**src/rtl/mycpu_pkg.sv**
```systemverilog
// Shared definitions for the mycpu memory request path: requester ids and the
// outstanding-queue entry layout used by mem_req_arbiter and arb_id_fifo.
package mycpu_pkg;

  localparam logic INST_ID = 1'b0;
  localparam logic DATA_ID = 1'b1;

  typedef struct packed {
    logic cancel;
    logic id;
  } fifo_entry_t;

endpackage

```
**src/rtl/arb_id_fifo.sv**
```systemverilog
// Outstanding-request queue: records which requester owns each accepted bus request.
// With ARB_FLUSH_CANCEL_EN defined, each entry also carries a cancel bit set by flush.
module arb_id_fifo
  import mycpu_pkg::*;
#(
  parameter int DEPTH = 4
) (
  input  logic clk,
  input  logic resetn,
  input  logic push_i,
  input  logic push_id_i,
  input  logic pop_i,
`ifdef ARB_FLUSH_CANCEL_EN
  input  logic flush_i,
`endif
  output logic full_o,
  output logic empty_o,
  output logic head_id_o,
  output logic head_cancel_o
);

  localparam int PW = $clog2(DEPTH);
  localparam int CW = PW + 1;

  logic [PW-1:0] wr_ptr_q, rd_ptr_q;
  logic [CW-1:0] count_q;
  logic          do_push, do_pop;

  assign full_o  = (count_q == CW'(DEPTH));
  assign empty_o = (count_q == '0);
  assign do_push = push_i && !full_o;
  assign do_pop  = pop_i && !empty_o;

  // Pointers wrap naturally because DEPTH is a power of two.
  always_ff @(posedge clk or negedge resetn) begin
    if (!resetn) begin
      wr_ptr_q <= '0;
      rd_ptr_q <= '0;
      count_q  <= '0;
    end else begin
      if (do_push) wr_ptr_q <= wr_ptr_q + PW'(1);
      if (do_pop)  rd_ptr_q <= rd_ptr_q + PW'(1);
      count_q <= count_q + CW'(do_push) - CW'(do_pop);
    end
  end

`ifdef ARB_FLUSH_CANCEL_EN
  fifo_entry_t      mem_q [DEPTH];
  logic [DEPTH-1:0] valid;

  // An entry is live when its distance from the read pointer is below count.
  always_comb begin
    valid = '0;
    for (int i = 0; i < DEPTH; i++) begin
      valid[i] = ({1'b0, PW'(i) - rd_ptr_q}) < count_q;
    end
  end

  always_ff @(posedge clk or negedge resetn) begin
    if (!resetn) begin
      for (int i = 0; i < DEPTH; i++) mem_q[i] <= '0;
    end else begin
      for (int i = 0; i < DEPTH; i++) begin
        if (do_push && (wr_ptr_q == PW'(i))) begin
          mem_q[i].id     <= push_id_i;
          mem_q[i].cancel <= flush_i && (push_id_i == INST_ID);
        end else if (flush_i && valid[i] && (mem_q[i].id == INST_ID)) begin
          mem_q[i].cancel <= 1'b1;
        end
      end
    end
  end

  assign head_id_o     = mem_q[rd_ptr_q].id;
  assign head_cancel_o = mem_q[rd_ptr_q].cancel;
`else
  logic id_q [DEPTH];

  always_ff @(posedge clk or negedge resetn) begin
    if (!resetn) begin
      for (int i = 0; i < DEPTH; i++) id_q[i] <= INST_ID;
    end else if (do_push) begin
      id_q[wr_ptr_q] <= push_id_i;
    end
  end

  assign head_id_o     = id_q[rd_ptr_q];
  assign head_cancel_o = 1'b0;
`endif

endmodule

```
**src/rtl/mem_req_arbiter.sv**
```systemverilog
// Two-requester (inst/data) arbiter onto one SRAM-like bus with in-order response routing.
// ARB_FLUSH_CANCEL_EN enables flush-based cancellation of in-flight inst responses.
module mem_req_arbiter
  import mycpu_pkg::*;
#(
  parameter int DEPTH = 4
) (
  input  logic        clk,
  input  logic        resetn,
  input  logic        inst_req,
  input  logic        inst_wr,
  input  logic [1:0]  inst_size,
  input  logic [3:0]  inst_wstrb,
  input  logic [31:0] inst_addr,
  input  logic [31:0] inst_wdata,
  output logic        inst_addr_ok,
  output logic        inst_data_ok,
  output logic [31:0] inst_rdata,
  input  logic        data_req,
  input  logic        data_wr,
  input  logic [1:0]  data_size,
  input  logic [3:0]  data_wstrb,
  input  logic [31:0] data_addr,
  input  logic [31:0] data_wdata,
  output logic        data_addr_ok,
  output logic        data_data_ok,
  output logic [31:0] data_rdata,
  input  logic        flush,
  output logic        bus_req,
  output logic        bus_wr,
  output logic [1:0]  bus_size,
  output logic [3:0]  bus_wstrb,
  output logic [31:0] bus_addr,
  output logic [31:0] bus_wdata,
  input  logic        bus_addr_ok,
  input  logic        bus_data_ok,
  input  logic [31:0] bus_rdata
);

  logic lock_q, lock_d;
  logic lock_id_q, lock_id_d;
  logic grant_id, grant_req, sel_data;
  logic full, empty, head_id, head_cancel;
  logic handshake, pop;

  // A request that has been presented but not accepted keeps the grant.
  always_comb begin
    if (lock_q)        grant_id = lock_id_q;
    else if (data_req) grant_id = DATA_ID;
    else               grant_id = INST_ID;
  end

  assign sel_data  = (grant_id == DATA_ID);
  assign grant_req = sel_data ? data_req : inst_req;
  assign bus_req   = resetn && grant_req && !full;
  assign bus_wr    = sel_data ? data_wr    : inst_wr;
  assign bus_size  = sel_data ? data_size  : inst_size;
  assign bus_wstrb = sel_data ? data_wstrb : inst_wstrb;
  assign bus_addr  = sel_data ? data_addr  : inst_addr;
  assign bus_wdata = sel_data ? data_wdata : inst_wdata;

  assign handshake    = bus_req && bus_addr_ok;
  assign inst_addr_ok = handshake && !sel_data;
  assign data_addr_ok = handshake && sel_data;

  assign pop          = resetn && bus_data_ok && !empty;
  assign inst_data_ok = pop && !head_cancel && (head_id == INST_ID);
  assign data_data_ok = pop && !head_cancel && (head_id == DATA_ID);
  assign inst_rdata   = bus_rdata;
  assign data_rdata   = bus_rdata;

  always_comb begin
    lock_d    = lock_q;
    lock_id_d = lock_id_q;
    if (handshake) begin
      lock_d = 1'b0;
    end else if (bus_req) begin
      lock_d    = 1'b1;
      lock_id_d = grant_id;
    end
  end

  always_ff @(posedge clk or negedge resetn) begin
    if (!resetn) begin
      lock_q    <= 1'b0;
      lock_id_q <= INST_ID;
    end else begin
      lock_q    <= lock_d;
      lock_id_q <= lock_id_d;
    end
  end

`ifndef ARB_FLUSH_CANCEL_EN
  logic unused_flush;
  assign unused_flush = flush;
`endif

  arb_id_fifo #(
    .DEPTH(DEPTH)
  ) u_id_fifo (
    .clk          (clk),
    .resetn       (resetn),
    .push_i       (handshake),
    .push_id_i    (grant_id),
    .pop_i        (pop),
`ifdef ARB_FLUSH_CANCEL_EN
    .flush_i      (flush),
`endif
    .full_o       (full),
    .empty_o      (empty),
    .head_id_o    (head_id),
    .head_cancel_o(head_cancel)
  );

endmodule

```
**config.mk**
```make
export PLATFORM = sky130hd
export DESIGN_NAME = mem_req_arbiter
export DESIGN_NICKNAME = d
export VERILOG_FILES = /design/src/rtl/mycpu_pkg.sv /design/src/rtl/arb_id_fifo.sv /design/src/rtl/mem_req_arbiter.sv
export SDC_FILE = /design/constraint.sdc
export NUM_CORES = 1
export LEC_CHECK = 0
export BUFFER_PORTS_ARGS = -buffer_cell sky130_fd_sc_hd__buf_2
export CAP_MARGIN = 20
export CORE_AREA = 2 2 124 126
export CTS_CLUSTER_DIAMETER = 50
export DETAILED_ROUTE_END_ITERATION = 6
export DIE_AREA = 0 0 126 128
export SLEW_MARGIN = 0
export SYNTH_ARGS = -nofsm -noshare
export SYNTH_HDL_FRONTEND = slang
export SYNTH_SLANG_ARGS = --single-unit
```
**constraint.sdc**
```tcl
create_clock -name clk -period 2.4 [get_ports clk]
set_clock_uncertainty 0.15 [all_clocks]
set_input_delay 0.72 -clock clk [delete_from_list [all_inputs] [get_ports clk]]
set_output_delay 0.72 -clock clk [all_outputs]
set_load 0.03 [all_outputs]
```
==> impl_metrics.xml <==
<?xml version="1.0" encoding="UTF-8"?>
<metrics>
  <group name="cts">
    <metric name="tritoncts" unit="">done</metric>
    <metric name="cts_inserted_buffers" unit="">3</metric>
    <metric name="ctsLongestPathBuffers" unit="">2</metric>
    <metric name="insertion_delay" unit="ns">0.24</metric>
    <metric name="cts.root.buffer_cell" unit="">clkbuf_16</metric>
    <metric name="cts_sinks" unit="">13</metric>
    <metric name="cts.reportedPaths.clkPinSlew" unit="ns">0.04</metric>
    <metric name="postCtsHoldBufs" unit="">0</metric>
    <metric name="ctsHtreeMaxLevel" unit="">1</metric>
  </group>
  <group name="drt">
    <metric name="drt.antenna.violating_nets" unit="">0</metric>
    <metric name="drt_pass1_iterations" unit="">5</metric>
    <metric name="detailroute.via_count" unit="">2899</metric>
    <metric name="drc_errors" unit="">0</metric>
    <metric name="routed_wire_length_per_instance" unit="um">15.6</metric>
    <metric name="viasPerCell" unit="">3.98</metric>
    <metric name="drt_iter0_drc" unit="">102</metric>
    <metric name="drt_wl_total" unit="um">11400</metric>
  </group>
  <group name="sta">
    <metric name="timing.slew.headroom" unit="%">83.6</metric>
    <metric name="finalWorstSetupSlack" unit="ns">-0.122</metric>
    <metric name="grt_setup_unrepaired" unit="">true</metric>
    <metric name="final_period_minus_worst_setup_slack" unit="ns">2.52</metric>
    <metric name="post-route-period-util" unit="%">105</metric>
    <metric name="finalSetupTns" unit="ns">-5.69</metric>
    <metric name="achievable-frequency" unit="MHz">396</metric>
    <metric name="worst-slew-pin-transition" unit="ns">0.246</metric>
    <metric name="setup_viol" unit="">74</metric>
    <metric name="final_hold_viol_count" unit="">0</metric>
    <metric name="timing.final.max_slew_violations" unit="">0</metric>
  </group>
  <group name="floorplanning">
    <metric name="core_footprint" unit="mm2">0.0149</metric>
    <metric name="floorplan.die.height" unit="um">128</metric>
    <metric name="floorplan.rows" unit="">45</metric>
    <metric name="start_util" unit="%">13.9</metric>
    <metric name="floorplan.io_pins" unit="">321</metric>
    <metric name="die_area" unit="mm2">0.0161</metric>
    <metric name="fp.dieW" unit="um">126</metric>
  </group>
  <group name="setup_path">
    <metric name="critPathCaptureType" unit="">output pin</metric>
    <metric name="setup.worst_path.start_class" unit="">primary input</metric>
    <metric name="path_max_fanout" unit="">8</metric>
    <metric name="cp_cell_sequence" unit="">buf_8 -&gt; inv_6 -&gt; o21ai_4 -&gt; buf_12 -&gt; buf_12 -&gt; buf_16 -&gt; nand2_2 -&gt; nand2_2 -&gt; buf_6</metric>
    <metric name="timing.critical_path.required" unit="ns">1.53</metric>
    <metric name="crit_type" unit="">in2out</metric>
    <metric name="reg2reg_depth" unit="">9</metric>
    <metric name="cpPeakStageDelay" unit="ns">0.16</metric>
    <metric name="worst-endpoint-arrival" unit="ns">1.65</metric>
    <metric name="critical_path.slowest_cell" unit="">buf_16</metric>
  </group>
  <group name="grt">
    <metric name="grt_util_all_layers" unit="%">12.3</metric>
    <metric name="grt_overflow" unit="">0</metric>
    <metric name="antenna_violations_before_repair" unit="">0</metric>
    <metric name="grt_pass1_vias" unit="">2667</metric>
    <metric name="global_route_wire_length_before_repair" unit="um">15200</metric>
    <metric name="grt_start_max_net_pins" unit="">33</metric>
  </group>
  <group name="cells_and_area">
    <metric name="fraction_of_layout_instances_using_a_drive_strength_above_1" unit="%">70.2</metric>
    <metric name="final.fill_count" unit="">1543</metric>
    <metric name="final_nets" unit="">730</metric>
    <metric name="n_antenna_cell" unit="">0</metric>
    <metric name="instances_no_fill" unit="">729</metric>
    <metric name="areaGrowthSynthToFinish" unit="%">119</metric>
  </group>
  <group name="yosys">
    <metric name="synth_area_per_cell" unit="um2">5.79</metric>
    <metric name="postSynthCellCount" unit="">356</metric>
    <metric name="synth_nets" unit="">544</metric>
    <metric name="ys_async_sr_fraction" unit="%">100</metric>
    <metric name="synth.lib_cells_used.distinct" unit="">26</metric>
    <metric name="register_bit_count_reported_by_yosys" unit="">13</metric>
    <metric name="synth_enable_flop_cells" unit="">0</metric>
    <metric name="syn_area" unit="mm2">0.00206</metric>
    <metric name="ys.flop_type" unit="">dfrtp_1</metric>
    <metric name="yosys_warnings" unit="">0</metric>
    <metric name="seq_area_frac_synth" unit="%">15.8</metric>
  </group>
  <group name="placed_design">
    <metric name="dp_cells" unit="">699</metric>
    <metric name="place_ws" unit="ns">-0.221</metric>
    <metric name="numPortBuffers" unit="">223</metric>
    <metric name="dpl.hpwl" unit="um">7250</metric>
    <metric name="globalplace.congestion" unit="">0.774</metric>
  </group>
  <group name="outcome">
    <metric name="violated_checks" unit="">negative setup slack</metric>
    <metric name="status" unit="">finished with violations</metric>
  </group>
  <group name="power_and_ir_drop">
    <metric name="total_leakage_power" unit="nW">2.51</metric>
    <metric name="peakVddDrop" unit="uV">713</metric>
    <metric name="totalPowerFinal" unit="mW">7.19</metric>
    <metric name="powerDensity" unit="mW/mm2">1590</metric>
  </group>
  <group name="min_path">
    <metric name="worst_hold_path_type" unit="">in2async</metric>
  </group>
  <group name="job">
    <metric name="drv_cap" unit="">0</metric>
  </group>
</metrics>
[logic make-up (layout without fill, tap and decap cells)]
logic type,count (synthesis),count (layout),synth area share (%)
AO/OA/AOI/OAI,15,15,5.46
AND/OR/NAND/NOR,222,222,41.1
flip-flops,13,13,15.8
XOR/XNOR,5,5,2.12
adder cells (fa/ha/maj),7,7,4.61
multiplexers,3,3,2.18
buffers and inverters,91,276,28.7
[worst max-delay path, delay by kind of cell]
family          cells  cell delay, ns
buf+inv             6            0.66
compound gates      1            0.13
simple gates        2            0.13
[cells in the final DEF (no fill, tap or decap), drive strengths merged]
cell type,Yosys,final
xnor2,4,4
nand2,216,216
o311ai,1,1
buf,71,261
and2,1,1
a31oi,5,5
o21a,1,1
ha,6,6
dfrtp,13,13
mux2,2,2
a21oi,1,1
xor2,1,1
o2111a,1,1
o21ai,1,1
fa,1,1
nor2,3,3
mux4,1,1
a41oi,4,4
inv,10,10
a21boi,1,1
clkbuf,10,5
or3b,2,2
[cells in the mapped netlist, types with 2 or more instances]
cell        n  area, um2
nand2_1   215        807
buf_4      64        480
dfrtp_1    13        325
clkbuf_1   10       37.5
inv_1      10       37.5
ha_1        6       75.1
a31oi_1     5       31.3
a41oi_1     4       35.0
buf_1       4       15.0
xnor2_1     4       35.0
nor2_1      3       11.3
buf_2       2       10.0
mux2_2      2       22.5
or3b_1      2       17.5
[final timing paths]
| path | endpoint | slack, ns | from |
|---|---|---|---|
| max | bus_wdata[7] | -0.12 | data_req |
| max in group asynchronous | lock_q | 1.64 | resetn |
| min reg2reg | u_id_fifo.rd_ptr_q[1] | 0.34 | u_id_fifo.rd_ptr_q[1] |
| min in group clk | u_id_fifo.rd_ptr_q[1] | 0.34 | u_id_fifo.rd_ptr_q[1] |
| max reg2reg | u_id_fifo.count_q[2] | 0.09 | u_id_fifo.count_q[1] |
| min | u_id_fifo.count_q[2] | 0.14 | resetn |
[registers in the layout, indices dropped and copies added, names as in the netlist]
signal and cells:
u_id_fifo.id_q 4, u_id_fifo.count_q 3, u_id_fifo.rd_ptr_q 2, u_id_fifo.wr_ptr_q 2, lock_id_q 1, lock_q 1
[where the power goes]
part / leakage [nW] / internal [mW] / switching [mW]
registers: 0.149 / 0.339 / 0.118
clock network: 0.0382 / 0.224 / 0.0868
logic: 2.33 / 2.97 / 3.45
total: 2.51 / 3.54 / 3.65
[metal layers]
layer	share of wire, %	track usage [%]
met3	12	5.22
met1	34	13.0
met2	53	22.8
met5	0	0
met4	1.5	2.46
[stage by stage]
step	cell area, um2	hold slack (ns)	util (%)
finish	4520	0.135	30.4
global route	4520	0.132	30.4
CTS	4290	0.133	28.8
floorplan	2200	0.274	-
global placement	3140	0.328	21.1
detailed placement	3140	0.334	21.1
[layout make-up]
type / instances / area, um2 / area share (%)
multi-input combinational: 252 / 1600 / 35.5
sequential: 13 / 327 / 7.23
clock buffer: 4 / 78.8 / 1.75
timing repair buffer: 262 / 2230 / 49.4
inverter: 10 / 42.5 / 0.942
tap: 188 / 235 / 5.21
[timing repair]
item | 4_1_cts | 5_1_grt
gates cloned | 10 | 1
pin swaps | 33 | 31
setup buffers | 9 | 7
gates resized for setup | 215 | 52
endpoints found under the setup margin | 75 | 76
Note: power is estimated with default switching activity, not from simulation.
